==> config.mk <==
export PLATFORM = sky130hd
export DESIGN_NAME = multiword_add_seq
export DESIGN_NICKNAME = d
export VERILOG_FILES = /design/src/rtl/multiword_add_seq.sv
export SDC_FILE = /design/constraint.sdc
export NUM_CORES = 1
export LEC_CHECK = 0
export ABC_AREA = 1
export CAP_MARGIN = 15
export CORE_ASPECT_RATIO = 0.5
export CORE_MARGIN = 10
export CORE_UTILIZATION = 28
export DETAILED_ROUTE_END_ITERATION = 8
export GPL_ROUTABILITY_DRIVEN = 0
export GPL_TIMING_DRIVEN = 0
export PLACE_DENSITY = 0.6
export SKIP_LAST_GASP = 1
export SYNTH_ARGS = -nofsm -noshare
export SYNTH_HDL_FRONTEND = slang
export SYNTH_SLANG_ARGS = --single-unit
==> constraint.sdc <==
create_clock -name i_clk -period 2.3 [get_ports i_clk]
set_input_delay 0.23 -clock i_clk [delete_from_list [all_inputs] [get_ports i_clk]]
set_output_delay 0.23 -clock i_clk [all_outputs]
set_load 0.05 [all_outputs]
==> src/rtl/multiword_add_seq.sv <==
// Word-serial wide adder: one shared s-bit fulladder slice, LSW first, with start/busy/done.
// Optional signed-overflow output o_ovf is built only when MWADD_OVF_EN is defined.

module fulladder #(
  parameter int unsigned s = 4
) (
  input  logic [s-1:0] i_a,
  input  logic [s-1:0] i_b,
  input  logic         i_cin,
  output logic [s-1:0] o_sum,
  output logic         o_cout
);

  always_comb begin
    {o_cout, o_sum} = {1'b0, i_a} + {1'b0, i_b} + {{s{1'b0}}, i_cin};
  end

endmodule

module multiword_add_seq #(
  parameter int unsigned s     = 4,
  parameter int unsigned WORDS = 4
) (
  input  logic               i_clk,
  input  logic               i_rst,
  input  logic               i_start,
  input  logic [s*WORDS-1:0] i_a,
  input  logic [s*WORDS-1:0] i_b,
  input  logic               i_cin,
  output logic               o_busy,
  output logic               o_done,
  output logic [s*WORDS-1:0] o_sum,
  output logic               o_cout
`ifdef MWADD_OVF_EN
  ,
  output logic               o_ovf
`endif
);

  localparam int unsigned IdxW = (WORDS > 1) ? $clog2(WORDS) : 1;
  localparam logic [IdxW-1:0] LastIdx = IdxW'(WORDS - 1);

  typedef enum logic [1:0] {
    StIdle,
    StRun,
    StDone
  } state_e;

  state_e                     r_state, w_state_nxt;
  logic [WORDS-1:0][s-1:0]    r_a, w_a_nxt;
  logic [WORDS-1:0][s-1:0]    r_b, w_b_nxt;
  logic [WORDS-1:0][s-1:0]    r_sum, w_sum_nxt;
  logic                       r_carry, w_carry_nxt;
  logic [IdxW-1:0]            r_idx, w_idx_nxt;
  logic                       r_cout, w_cout_nxt;
`ifdef MWADD_OVF_EN
  logic                       r_ovf, w_ovf_nxt;
`endif

  logic [s-1:0]               w_add_sum;
  logic                       w_add_cout;
  logic                       w_accept;

  fulladder #(
    .s (s)
  ) u_slice (
    .i_a    (r_a[r_idx]),
    .i_b    (r_b[r_idx]),
    .i_cin  (r_carry),
    .o_sum  (w_add_sum),
    .o_cout (w_add_cout)
  );

  // A start held through DONE is taken on the DONE->exit edge so that a continuous
  // request gets one add every WORDS+1 cycles; a start during RUN is always dropped.
  assign w_accept = i_start && ((r_state == StIdle) || (r_state == StDone));

  always_comb begin
    w_state_nxt = r_state;
    w_a_nxt     = r_a;
    w_b_nxt     = r_b;
    w_sum_nxt   = r_sum;
    w_carry_nxt = r_carry;
    w_idx_nxt   = r_idx;
    w_cout_nxt  = r_cout;
`ifdef MWADD_OVF_EN
    w_ovf_nxt   = r_ovf;
`endif

    unique case (r_state)
      StIdle: begin
        w_state_nxt = StIdle;
      end
      StRun: begin
        w_sum_nxt[r_idx] = w_add_sum;
        w_carry_nxt      = w_add_cout;
        if (r_idx == LastIdx) begin
          w_cout_nxt  = w_add_cout;
`ifdef MWADD_OVF_EN
          w_ovf_nxt   = (r_a[WORDS-1][s-1] == r_b[WORDS-1][s-1]) &&
                        (w_add_sum[s-1] != r_a[WORDS-1][s-1]);
`endif
          w_state_nxt = StDone;
        end else begin
          w_idx_nxt = r_idx + 1'b1;
        end
      end
      StDone: begin
        w_state_nxt = StIdle;
      end
      default: begin
        w_state_nxt = StIdle;
      end
    endcase

    if (w_accept) begin
      w_a_nxt     = i_a;
      w_b_nxt     = i_b;
      w_carry_nxt = i_cin;
      w_idx_nxt   = '0;
      w_state_nxt = StRun;
    end
  end

  always_ff @(posedge i_clk) begin
    if (i_rst) begin
      r_state <= StIdle;
      r_a     <= '0;
      r_b     <= '0;
      r_sum   <= '0;
      r_carry <= 1'b0;
      r_idx   <= '0;
      r_cout  <= 1'b0;
`ifdef MWADD_OVF_EN
      r_ovf   <= 1'b0;
`endif
    end else begin
      r_state <= w_state_nxt;
      r_a     <= w_a_nxt;
      r_b     <= w_b_nxt;
      r_sum   <= w_sum_nxt;
      r_carry <= w_carry_nxt;
      r_idx   <= w_idx_nxt;
      r_cout  <= w_cout_nxt;
`ifdef MWADD_OVF_EN
      r_ovf   <= w_ovf_nxt;
`endif
    end
  end

  assign o_busy = (r_state != StIdle);
  assign o_done = (r_state == StDone);
  assign o_sum  = r_sum;
  assign o_cout = r_cout;
`ifdef MWADD_OVF_EN
  assign o_ovf  = r_ovf;
`endif

endmodule

==> results of run 1 <==
## per-layer routing
layer | up-vias | track usage
met5 | - | 0
met4 | 0 | 0.03388
met3 | 5 | 0.02242
met2 | 35 | 0.1435
met1 | 981 | 0.1300
li1 | 1155 | -
## cells by family after synthesis
logic type / after synthesis
fa+ha+maj: 9
compound gates: 82
simple gates: 136
flops: 54
xor+xnor: 1
buf+inv: 35
## worst max-delay path: stages, from the launching register on
cell and delay, ns:
dfxtp_2 0.48, clkinv_4 0.16, o21ai_0 0.13, o22ai_2 0.13
fa_2 0.40, fa_2 0.40, xor2_4 0.19, nor2_1 0.13
nor2_1 0.05
## state kept, by name, indices dropped and copies added, names as in the netlist
register  cells
r_state       2
r_a          16
o_sum        16
o_cout        1
r_idx         2
r_b          16
r_carry       1
## layout by cell type, fill, tap and decap left out
cell type        count
a21oi_1              7
dfxtp_4              1
nor2_2               1
nor2_4               3
nor2_1             105
ha_1                 7
xor2_4               1
inv_2                5
o22ai_2              1
o21a_1               4
buf_6                4
dfxtp_2              1
o21ai_0             58
buf_4                6
o22ai_1              7
nand2_2              1
clkbuf_16            5
buf_2                4
o21ai_1              3
nor2_8               2
clkdlybuf4s50_1     54
fa_2                 2
dfxtp_1             52
clkinv_4             1
bufinv_16            1
o21bai_1             2
nand3_1              9
nand2_4              2
clkinv_2             2
inv_1               15
nand2_1             13
inv_4                1
## stage by stage
step,setup TNS (ns),cell area (um^2),setup WS [ns],cells,util
2_1_floorplan,0,2435,0.02637,317,-
3_3_place_gp,-5.024,3115,-0.6258,483,0.3785
3_5_place_dp,-5.293,3115,-0.6385,483,0.3785
4_1_cts,0,3328,0.01794,492,0.4044
5_1_grt,0,3331,0.01440,492,0.4047
6_report,0,3331,0.1325,492,0.4047
## timing repair
| item | 4_1_cts | 5_1_grt |
|---|---|---|
| pin swaps | 2 | 2 |
| gates resized for setup | 10 | 1 |
| buffers inserted | 1 | 0 |
| setup endpoints to repair | 14 | 10 |
## report_power, final
part	total (uW)	internal [uW]	switching [uW]
Combinational	531	221	310
Sequential	1040	1000	39.3
Clock	844	510	334
Total	2420	1730	684
## cell type report
type	count	area, um^2	share of cell area
multi-input combinational	228	1199	0.3599
inverter	22	90.09	0.02705
tap	112	140.1	0.04207
buffer	13	102.6	0.03080
clock buffer	5	125.1	0.03757
sequential	54	1086	0.3261
clock inverter	3	40.04	0.01202
timing repair buffer	55	548.0	0.1645
## final timing paths
check                         from                     end  slack (ns)
max          r_idx[1]$_SDFFE_PP0P_  o_sum[10]$_SDFFE_PP0P_        0.13
max reg2reg  r_idx[1]$_SDFFE_PP0P_  o_sum[10]$_SDFFE_PP0P_        0.13
min            r_b[5]$_SDFFE_PP0P_     r_b[5]$_SDFFE_PP0P_        0.48
min reg2reg    r_b[5]$_SDFFE_PP0P_     r_b[5]$_SDFFE_PP0P_        0.48
==> impl_metrics.yaml, run 1 <==
run_status:
  status: "completed"
floorplanning:
  die-area_um2: 13050
  start_util: 0.2958
  core-area_um2: 8230
  io_pins: 55
  chipHeight_um: 85.94
  rows: 23
  die_w_um: 151.9
clock_tree:
  clock_latency_ns: 0.29
  clkTransAtPathRegs_ns: 0.07
  cts_htree_levels: 2
  cts_made_buffers: 5
  holdBufCountCts: 0
  clk_path_buf_depth: 2
  tritoncts: "done"
  cts_sinks: 54
  cts-root-buf: "clkbuf_16"
logic_synthesis:
  synthesis.nets: 362
  synth_seq_area_share: 0.4440
  synth.distinct_cells: 24
  yosysTopAreaCell: "dfxtp_1"
  synth_compound_area_frac: 0.1788
  synthTopCellsByCount: "106 x nor2_1, 58 x o21ai_0, 54 x dfxtp_1"
  synth_top_area_frac: 0.4440
  synth_cells: 317
  synth_area_leaders: "dfxtp_1 44%, nor2_1 16%, o21ai_0 12%"
  muxShareOfSynthArea: 0
  synth_simple_gate_area_share: 0.2441
  synth.most_common_cell: "nor2_1"
  syn_area_per_cell_um2: 7.681
  synth_edf_count: 0
  synthFlopType: "dfxtp_1"
  ys_warn_count: 0
  yosys_register_bits: 54
  synthXorXnorAreaFrac: 0.003597
  async_reset_ff_frac: 0
  synth_area_um2: 2435
  synthAdderAreaFrac: 0.05242
  synth_top_family_by_area: "simple AND/OR/NAND/NOR gates"
drt:
  routed-via-count: 2176
  highest_layer: "met4"
  drt_iter0_drc: 92
  routed-wl-met3_um: 238
  route.detailed.drc: 0
  met2WireLength_um: 2859
  firstDrtPassIters: 4
  drt-total-wl_um: 6434
  via_per_inst: 4.423
  detail-route-antenna-nets: 0
  routedWlPerCell_um: 13.08
  met1Wirelength_um: 3260
timing:
  rsz0062_at_grt: "false"
  setup_viol_count_final: 0
  fin_skew_ns: 0.003850
  fmax_ghz: 0.4614
  min_period_ns: 2.168
  maxSlewViolCount: 0
  relSlewSlack: 0.6548
  whs_ns: 0.4794
  worstMarginPinSlew_ns: 0.5162
  period_share: 0.9424
  final-hold-violation-count: 0
global_routing:
  grt_pass1_vias: 2046
  grt_use_total: 0.09549
  grt_max_degree: 17
  grt_pass1_wl_um: 10340
  grt_overflow: 0
  antenna_found_initial: 0
worst_setup_path:
  cp.arrival_ns: 2.35
  critPathMaxFanout: 11
  endpoint_kind: "flop"
  worst-setup-path-type: "flop to flop"
  crit_path_start_kind: "flop"
  crit_required_ns: 2.49
  reg2reg_depth: 8
finish:
  fillCellCount: 895
  nNetsFinal: 424
  syn_to_final_growth_pct: 36.79
  drive_above_1_share: 0.1158
  antennaDiodeCount: 0
placed_design:
  place_hpwl_um: 4932
  numPortBuffers: 54
power_and_ir_drop:
  power.leakage_uw: 0.001416
  powerDensity_nw_per_um2: 725.1
  vdd_drop_max_mv: 0.2766
  power_uw: 2415
min_path:
  hold_depth: 2
  hold_path_class: "flop to flop"
run:
  drv_cap: 0
No activity file was read; power rests on OpenSTA's default activity.
==> run 2: changes to the inputs <==
- CTS_CLUSTER_DIAMETER: unset -> 150
==> results of run 2 <==
Same layout as run 1: the final DEF is identical, and so are final timing and power.
